[config.mk]
export PLATFORM = sky130hd
export DESIGN_NAME = fwd_hazard_unit_flat
export DESIGN_NICKNAME = d
export VERILOG_FILES = /design/src/rtl/fwd_hazard_if.sv /design/src/rtl/fwd_hazard_unit.sv /design/src/flat_wrapper.sv
export SDC_FILE = /design/constraint.sdc
export NUM_CORES = 1
export LEC_CHECK = 0
export CORE_MARGIN = 1
export CORE_UTILIZATION = 53
export DETAILED_ROUTE_END_ITERATION = 8
export HOLD_SLACK_MARGIN = 0.08
export PLACE_DENSITY = 0.85
export SETUP_SLACK_MARGIN = 0.1
export SYNTH_ARGS = -nofsm -noshare
export SYNTH_HDL_FRONTEND = slang
export SYNTH_SLANG_ARGS = --single-unit
[constraint.sdc]
create_clock -name clk -period 7.6 [get_ports clk]
set_input_delay 2.28 -clock clk [delete_from_list [all_inputs] [get_ports clk]]
set_output_delay 2.28 -clock clk [all_outputs]
set_load 0.02 [all_outputs]
[src/rtl/fwd_hazard_if.sv]
// Decode-side bundle between the issuing instruction and the forwarding/hazard unit.
// The master drives the issue fields and collects the bypass selects and stall.
interface fwd_hazard_if #(
    parameter int unsigned REG_AW  = 5,
    parameter int unsigned NUM_SRC = 2,
    parameter int unsigned SELW    = 3,
    parameter int unsigned CNTW    = 32
);
    logic                        issue_valid;
    logic [REG_AW-1:0]           issue_rd;
    logic                        issue_wr_en;
    logic                        issue_is_load;
    logic [NUM_SRC*REG_AW-1:0]   src_addr;
    logic [NUM_SRC-1:0]          src_used;
    logic                        stall_ext;
    logic                        flush;
    logic [NUM_SRC*SELW-1:0]     fwd_sel;
    logic                        hazard_stall;
    logic [CNTW-1:0]             stall_count;

    modport master (
        output issue_valid, issue_rd, issue_wr_en, issue_is_load,
               src_addr, src_used, stall_ext, flush,
        input  fwd_sel, hazard_stall, stall_count
    );

    modport slave (
        input  issue_valid, issue_rd, issue_wr_en, issue_is_load,
               src_addr, src_used, stall_ext, flush,
        output fwd_sel, hazard_stall, stall_count
    );
endinterface

[src/rtl/fwd_hazard_unit.sv]
// Operand forwarding and load-use interlock: tracks DEPTH in-flight producers and
// drives per-operand bypass selects, the decode stall and a saturating stall counter.
module fwd_hazard_unit #(
    parameter int unsigned REG_AW   = 5,
    parameter int unsigned DEPTH    = 2,
    parameter int unsigned NUM_SRC  = 2,
    parameter int unsigned LOAD_LAT = 1,
    parameter int unsigned SELW     = 3,
    parameter int unsigned CNTW     = 32
) (
    input  logic         clk,
    input  logic         reset,
    fwd_hazard_if.slave  bus
);

    // Index k holds the producer in stage k+1 (index 0 is the youngest).
    logic [DEPTH-1:0]   ent_valid;
    logic [DEPTH-1:0]   ent_load;
    logic [REG_AW-1:0]  ent_rd [DEPTH];

    logic [NUM_SRC-1:0]        lu_flag;
    logic [NUM_SRC-1:0]        found;
    logic [NUM_SRC*SELW-1:0]   sel_next;
    logic                      stall;
    logic [CNTW-1:0]           stall_cnt;

    always_comb begin
        sel_next = '0;
        lu_flag  = '0;
        found    = '0;
        for (int unsigned j = 0; j < NUM_SRC; j++) begin
            if (bus.issue_valid && bus.src_used[j] &&
                bus.src_addr[j*REG_AW +: REG_AW] != '0) begin
                for (int unsigned k = 0; k < DEPTH; k++) begin
                    if (!found[j] && ent_valid[k] &&
                        ent_rd[k] == bus.src_addr[j*REG_AW +: REG_AW]) begin
                        found[j] = 1'b1;
                        // Stage k+1 <= LOAD_LAT: load data not yet available.
                        if (ent_load[k] && k < LOAD_LAT)
                            lu_flag[j] = 1'b1;
                        else
                            sel_next[j*SELW +: SELW] = SELW'(k + 1);
                    end
                end
            end
        end
    end

    assign stall            = (|lu_flag) & bus.issue_valid & ~bus.flush;
    assign bus.fwd_sel      = sel_next;
    assign bus.hazard_stall = stall;
    assign bus.stall_count  = stall_cnt;

    always_ff @(posedge clk) begin
        if (reset) begin
            ent_valid <= '0;
            ent_load  <= '0;
            for (int unsigned k = 0; k < DEPTH; k++)
                ent_rd[k] <= '0;
            stall_cnt <= '0;
        end else if (!bus.stall_ext) begin
            for (int unsigned k = 1; k < DEPTH; k++) begin
                ent_valid[k] <= ent_valid[k-1];
                ent_load[k]  <= ent_load[k-1];
                ent_rd[k]    <= ent_rd[k-1];
            end
            // Stalled or flushed issue enters the pipe as a bubble.
            ent_valid[0] <= ~(stall | bus.flush) & bus.issue_valid &
                            bus.issue_wr_en & (bus.issue_rd != '0);
            ent_load[0]  <= bus.issue_is_load;
            ent_rd[0]    <= bus.issue_rd;
            if (stall && stall_cnt != '1)
                stall_cnt <= stall_cnt + 1'b1;
        end
    end

endmodule

[src/flat_wrapper.sv]
// flat-port wrapper written by rule: the top's interface ports become plain ports
module fwd_hazard_unit_flat 
#(
    parameter int unsigned REG_AW   = 5,
    parameter int unsigned DEPTH    = 2,
    parameter int unsigned NUM_SRC  = 2,
    parameter int unsigned LOAD_LAT = 1,
    parameter int unsigned SELW     = 3,
    parameter int unsigned CNTW     = 32
)
  (clk, reset, bus_issue_valid, bus_issue_rd, bus_issue_wr_en, bus_issue_is_load, bus_src_addr, bus_src_used, bus_stall_ext, bus_flush, bus_fwd_sel, bus_hazard_stall, bus_stall_count);
  fwd_hazard_if #(.REG_AW(REG_AW), .NUM_SRC(NUM_SRC), .SELW(SELW), .CNTW(CNTW)) bus_i ();
  input  logic clk;
  input  logic reset;
  input wire logic [$bits(bus_i.issue_valid)-1:0] bus_issue_valid;
  input wire logic [$bits(bus_i.issue_rd)-1:0] bus_issue_rd;
  input wire logic [$bits(bus_i.issue_wr_en)-1:0] bus_issue_wr_en;
  input wire logic [$bits(bus_i.issue_is_load)-1:0] bus_issue_is_load;
  input wire logic [$bits(bus_i.src_addr)-1:0] bus_src_addr;
  input wire logic [$bits(bus_i.src_used)-1:0] bus_src_used;
  input wire logic [$bits(bus_i.stall_ext)-1:0] bus_stall_ext;
  input wire logic [$bits(bus_i.flush)-1:0] bus_flush;
  output wire logic [$bits(bus_i.fwd_sel)-1:0] bus_fwd_sel;
  output wire logic [$bits(bus_i.hazard_stall)-1:0] bus_hazard_stall;
  output wire logic [$bits(bus_i.stall_count)-1:0] bus_stall_count;
  assign bus_i.issue_valid = bus_issue_valid;
  assign bus_i.issue_rd = bus_issue_rd;
  assign bus_i.issue_wr_en = bus_issue_wr_en;
  assign bus_i.issue_is_load = bus_issue_is_load;
  assign bus_i.src_addr = bus_src_addr;
  assign bus_i.src_used = bus_src_used;
  assign bus_i.stall_ext = bus_stall_ext;
  assign bus_i.flush = bus_flush;
  assign bus_fwd_sel = bus_i.fwd_sel;
  assign bus_hazard_stall = bus_i.hazard_stall;
  assign bus_stall_count = bus_i.stall_count;
  fwd_hazard_unit #(.REG_AW(REG_AW), .DEPTH(DEPTH), .NUM_SRC(NUM_SRC), .LOAD_LAT(LOAD_LAT), .SELW(SELW), .CNTW(CNTW)) u_core (.clk(clk), .reset(reset), .bus(bus_i));
endmodule
==> results.json, run 1 <==
{
  "outcome": "finished, violations left",
  "violations": "design-rule violations",
  "final_cell_mix": "clkdlybuf4s50_1, dfxtp_1, a21oi_1, nand2_1, or4_1",
  "wl_um": 5863,
  "io_pins": 63,
  "hold_class": "reg2reg",
  "cp-start-kind": "input pin",
  "clock_path_buffers": 2,
  "synth-edff-count": 10,
  "dieArea_mm2": 0.004996,
  "synth.ff_latch_count": 45,
  "relSlewSlack_pct": 37.60,
  "globalplace.congestion": 0.8539,
  "synth_top_area_cell": "dfxtp_1",
  "layout-drive-gt1-share_pct": 5.310,
  "track_usage_pct": 24.61,
  "finalHoldViolations": 0,
  "cts_made_buffers": 5,
  "yosysSeqAreaShare_pct": 40.04,
  "synth_top_area_share_pct": 28.03,
  "ant_nets": 0,
  "vias": 2335,
  "crit_fanout": 3,
  "antenna_cells": 0,
  "final_common_cell": "clkdlybuf4s50_1",
  "die_y_um": 70.68,
  "dr.first_iter.drc_count": 203,
  "vdd_drop_max_uv": 130.0,
  "root_buffer": "clkbuf_8",
  "die_x_um": 70.68,
  "crit_arrival_ns": 4.52,
  "portBuffers": 60,
  "ys_warn_count": 0,
  "setup_violations": 0,
  "cts_tree": "yes",
  "p_per_area_mw_per_mm2": 139.2,
  "synthCells": 283,
  "clock.fmax_mhz": 147.0,
  "drv_slew": 0,
  "tightest_slew_ns": 0.9315,
  "syn_area_per_cell_um2": 8.834,
  "grt_overflow": 0,
  "timing.final.crit_share_pct": 89.54,
  "cts_setup_buffers": 0,
  "critPathKind": "in2out",
  "rows": 24,
  "start_util_pct": 56.25,
  "cp-end-kind": "primary output",
  "cp_data_required_time_ns": 5.32,
  "drv_cap": 0,
  "path_clk_slew_ns": 0.08,
  "detail_route.wl_per_cell_um": 14.99,
  "fillers": 358,
  "area_growth_pct": 26.53,
  "synthArstFlopShare_pct": 0,
  "drc": 6,
  "core-area_mm2": 0.004444,
  "insertion_delay_ns": 0.30,
  "leakage_nw": 0.9837,
  "grt_setup_unrepaired": "no",
  "synth_flop_cell": "dfxtp_1",
  "layout_min_cycle_time_ns": 6.805,
  "setup_tns_ns": 0,
  "hold_buffers": 0,
  "antenna_found_initial": 0,
  "ctsResizeCount": 0,
  "firstDrtPassIters": 6,
  "yosysUniqueCellTypes": 43,
  "synth.area.top_cells": "dfxtp_1, edfxtp_1, a21oi_1",
  "grt_pass1_wl_um": 9666,
  "vias_per_cell": 5.972,
  "synth_area_mm2": 0.002500,
  "final.setup_skew_ns": 0.009343,
  "grt_pass1_vias": 2127,
  "hpwl_um": 4315,
  "final_nets": 363,
  "holdWs_ns": 0.5016,
  "numClockSinks": 45,
  "grt_max_degree": 45,
  "htreeDepth": 2
}
[path summary, 6_finish.rpt]
check                              from                          to  slack [ns]  cells past startpoint
min reg2reg  u_core.bus.stall_count[31]  u_core.bus.stall_count[31]        0.50                      2
max reg2reg         u_core.ent_rd[0][2]   u_core.bus.stall_count[7]        4.87                      7
min          u_core.bus.stall_count[31]  u_core.bus.stall_count[31]        0.50                      2
max                     bus_src_addr[8]            bus_hazard_stall        0.80                      6
[state kept, by name, summed over array words and instances, names as in the netlist]
name                    cells
u_core.bus.stall_count     32
u_core.ent_rd              10
u_core.ent_valid            2
u_core.ent_load             1
[per-stage QoR]
stage                     instance area, um2  setup WS [ns]  instances  power (mW)  util (%)
final                                   3163         0.7952        391      0.4402     71.17
after global placement                  3079         0.8466        383      0.2987     69.28
after floorplan                         2504          1.850        284      0.2802         -
after global routing                    3163         0.7079        391      0.4580     71.17
after CTS                               3163         0.7994        391      0.4444     71.17
after detailed placement                3079         0.8026        383      0.3004     69.28
[kinds of logic after synthesis]
logic type,after synthesis,synth area share [%]
AOI/OAI and AO/OA,68,17.62
xor gates and xnor gates,21,7.358
other,1,0.1500
muxes,3,1.251
DFF,45,40.04
buffers and inverters,21,5.105
and+or+nand+nor,123,27.98
adders and majority gates,1,0.5004
[synthesized netlist by cell type (2+ instances only)]
cell type / instances
edfxtp_1: 10
nand3_1: 15
o31ai_1: 13
clkbuf_1: 6
nor3_2: 2
nand4_1: 7
mux2i_1: 2
nor2b_1: 2
nor3_1: 5
and4_4: 2
or3_1: 15
a21oi_1: 30
o21ai_0: 14
xor2_1: 9
or4_1: 17
and2_1: 13
nor2_1: 13
buf_6: 4
nand2_1: 24
dfxtp_1: 35
buf_4: 5
xnor2_1: 12
nor4_1: 3
inv_1: 6
[metal layers]
| layer | share of wire (%) | track usage (%) | vias to the layer above |
|---|---|---|---|
| li1 | - | - | 1158 |
| met1 | 45 | 30.68 | 1101 |
| met2 | 48 | 41.35 | 67 |
| met3 | 4.7 | 5.840 | 9 |
| met4 | 1.6 | 9.556 | 0 |
| met5 | 0 | 0 | - |
[critical path, stage by stage]
cell and delay (ns):
clkdlybuf4s50_1 0.53, xnor2_1 0.14, nand2_1 0.11, or4_1 0.58, a21oi_1 0.23, clkdlybuf4s50_1 0.65
[power breakdown]
| part | internal [mW] | switching (mW) | leakage (nW) |
|---|---|---|---|
| clock | 0.0651 | 0.0801 | 0.0385 |
| sequential | 0.249 | 0.00588 | 0.391 |
| combinational | 0.0214 | 0.0186 | 0.554 |
| total | 0.336 | 0.105 | 0.984 |
[final cells by class]
class                   instances  area (um2)  share of cell area (%)
well taps                      52       65.06                   2.057
multi-input cells             218        1375                   43.47
flip-flops and latches         45        1001                   31.65
clock buffers                   7       76.32                   2.413
clock inverters                 1       7.507                  0.2373
repair buffers                 62       615.6                   19.46
inverters                       6       22.52                  0.7120
Note: power is estimated with default switching activity, not from simulation.
==> run 2, diff against run 1 <==
--- a/config.mk
+++ b/config.mk
@@ -7,6 +7,7 @@
 export LEC_CHECK = 0
 export CORE_MARGIN = 1
 export CORE_UTILIZATION = 53
+export CTS_CLUSTER_SIZE = 25
 export DETAILED_ROUTE_END_ITERATION = 8
 export HOLD_SLACK_MARGIN = 0.08
 export PLACE_DENSITY = 0.85
==> results of run 2 <==
Same layout as run 1: the final DEF is identical, and so are final timing and power.
==> run 3, diff against run 2 <==
--- a/config.mk
+++ b/config.mk
@@ -6,11 +6,10 @@
 export NUM_CORES = 1
 export LEC_CHECK = 0
 export CORE_MARGIN = 1
-export CORE_UTILIZATION = 53
+export CORE_UTILIZATION = 38
 export CTS_CLUSTER_SIZE = 25
 export DETAILED_ROUTE_END_ITERATION = 8
 export HOLD_SLACK_MARGIN = 0.08
-export PLACE_DENSITY = 0.85
 export SETUP_SLACK_MARGIN = 0.1
 export SYNTH_ARGS = -nofsm -noshare
 export SYNTH_HDL_FRONTEND = slang
==> run 3 against run 2 <==
  * The run now ends clean
  * Fmax fell by 0.22%
  * Register-to-register slack improved by 0.11 ns
  * Final area rose by 1.4%
  * Die area rose by 38%
  * Count of clock-buffer cells in the layout fell by 1
  * Critical path type unchanged
  * Critical endpoint unchanged
  * Highest routed layer unchanged
==> results.json, run 3 (synthesis results as in run 1) <==
{
  "root_buffer": "clkbuf_8",
  "crit_arrival_ns": 4.54,
  "grt_max_degree": 46,
  "globalplace.congestion": 0.8146,
  "p_per_area_mw_per_mm2": 139.8,
  "fillers": 563,
  "finalHoldViolations": 0,
  "path_clk_slew_ns": 0.09,
  "area_growth_pct": 28.28,
  "leakage_nw": 0.9965,
  "die_y_um": 83.11,
  "final_common_cell": "clkdlybuf4s50_1",
  "grt_pass1_vias": 1974,
  "drv_slew": 0,
  "grt_setup_unrepaired": "no",
  "setup_tns_ns": 0,
  "vias": 2276,
  "clock.fmax_mhz": 146.6,
  "final_area_mm2": 0.003207,
  "seqPwrFrac_pct": 56.7,
  "power.switching_uw": 104.0,
  "insertion_delay_ns": 0.29,
  "clock_path_buffers": 2,
  "layout_min_cycle_time_ns": 6.820,
  "start_util_pct": 39.37,
  "hold_class": "reg2reg",
  "cp-end-kind": "primary output",
  "outcome": "completed",
  "cp_data_required_time_ns": 5.32,
  "drv_cap": 0,
  "io_pins": 63,
  "clockPowerShare_pct": 34.3,
  "grt_pass1_wl_um": 9673,
  "layout-drive-gt1-share_pct": 5.900,
  "critPathKind": "in2out",
  "cp-start-kind": "input pin",
  "crit_fanout": 3,
  "largest_reg_flops": 32,
  "dieArea_mm2": 0.006907,
  "setup_violations": 0,
  "vdd_drop_max_uv": 81.21,
  "drc": 0,
  "hpwl_um": 4319,
  "intPower_uw": 344.2,
  "wl_um": 5877,
  "track_usage_pct": 16.94,
  "htreeDepth": 2,
  "timing.final.crit_share_pct": 89.73,
  "core-area_mm2": 0.006350,
  "tightest_slew_ns": 0.9361,
  "cts_setup_buffers": 0,
  "power_frac_comb_pct": 9.0,
  "antenna_found_initial": 0,
  "hold_buffers": 0,
  "cts_made_buffers": 5,
  "dr.first_iter.drc_count": 186,
  "die_x_um": 83.11,
  "ant_nets": 0,
  "numClockSinks": 45,
  "detail_route.wl_per_cell_um": 14.13,
  "final.setup_skew_ns": 0.01556,
  "ctsResizeCount": 0,
  "cts_tree": "yes",
  "relSlewSlack_pct": 37.29,
  "final_nets": 363,
  "antenna_cells": 0,
  "grt_overflow": 0,
  "vias_per_cell": 5.471,
  "portBuffers": 60,
  "rows": 29,
  "sw_frac_of_total_pct": 23.20,
  "placed_area_mm2": 0.003110,
  "firstDrtPassIters": 4,
  "final_cell_mix": "clkdlybuf4s50_1, dfxtp_1, a21oi_1, nand2_1, or4_1"
}
==> run 3: cell count changes in the layout (fill, tap and decap cells not counted), sizes merged <==
cell	delta
clkbuf	-1
clkinvlp	-1
clkinv	+2
==> run 3: worst max-delay path: stages <==
cell,delay [ns]
clkdlybuf4s50_1,0.53
xnor2_1,0.14
nand2_1,0.12
or4_1,0.60
a21oi_1,0.23
clkdlybuf4s50_1,0.64
==> run 3: worst paths after layout <==
check,start,to,slack [ns],cells past startpoint
worst max register to register,u_core.bus.stall_count[0],u_core.bus.stall_count[7],4.98,8
worst min register to register,u_core.bus.stall_count[31],u_core.bus.stall_count[31],0.50,2
worst max-delay path,bus_src_addr[7],bus_hazard_stall,0.78,6
worst min-delay path,u_core.bus.stall_count[31],u_core.bus.stall_count[31],0.50,2
==> run 3: metrics by stage <==
stage          instances  power (mW)  hold WS (ns)  setup WS (ns)  util (%)
6_report             416      0.4482        0.5019         0.7802     50.50
3_3_place_gp         408      0.2998        0.4839         0.8582     48.99
5_1_grt              416      0.4698        0.5285         0.6884     50.50
4_1_cts              416      0.4542        0.5041         0.7690     50.50
3_5_place_dp         408      0.3002        0.4894         0.7705     48.99
2_1_floorplan        284      0.2802        0.4756          1.850         -
==> run 3: layer usage <==
layer  wire length (um)  GRT usage (%)  vias up
li1                   -              -     1159
met1               2885          24.65     1049
met2               2636          25.78       64
met3                297          2.982        4
met4                 58          4.545        0
met5                  0              0        -
==> run 3: layout make-up <==
class	count	area, um2	area share [%]
inverter	6	22.52	0.7023
sequential	45	1001	31.21
clock buffer	6	82.58	2.575
tap	77	96.34	3.004
clock inverter	2	13.76	0.4292
multi-input combinational	218	1375	42.88
timing repair buffer	62	615.6	19.20
==> run 3: power groups by stage <==
| stage | Sequential, mW | Clock, mW | Combinational [mW] |
|---|---|---|---|
| after floorplan | 0.258 | 0 | 0.0222 |
| after global placement | 0.260 | 0 | 0.0398 |
| after detailed placement | 0.260 | 0 | 0.0403 |
| after CTS | 0.254 | 0.159 | 0.0406 |
| after global routing | 0.255 | 0.171 | 0.0436 |
| final | 0.254 | 0.154 | 0.0403 |
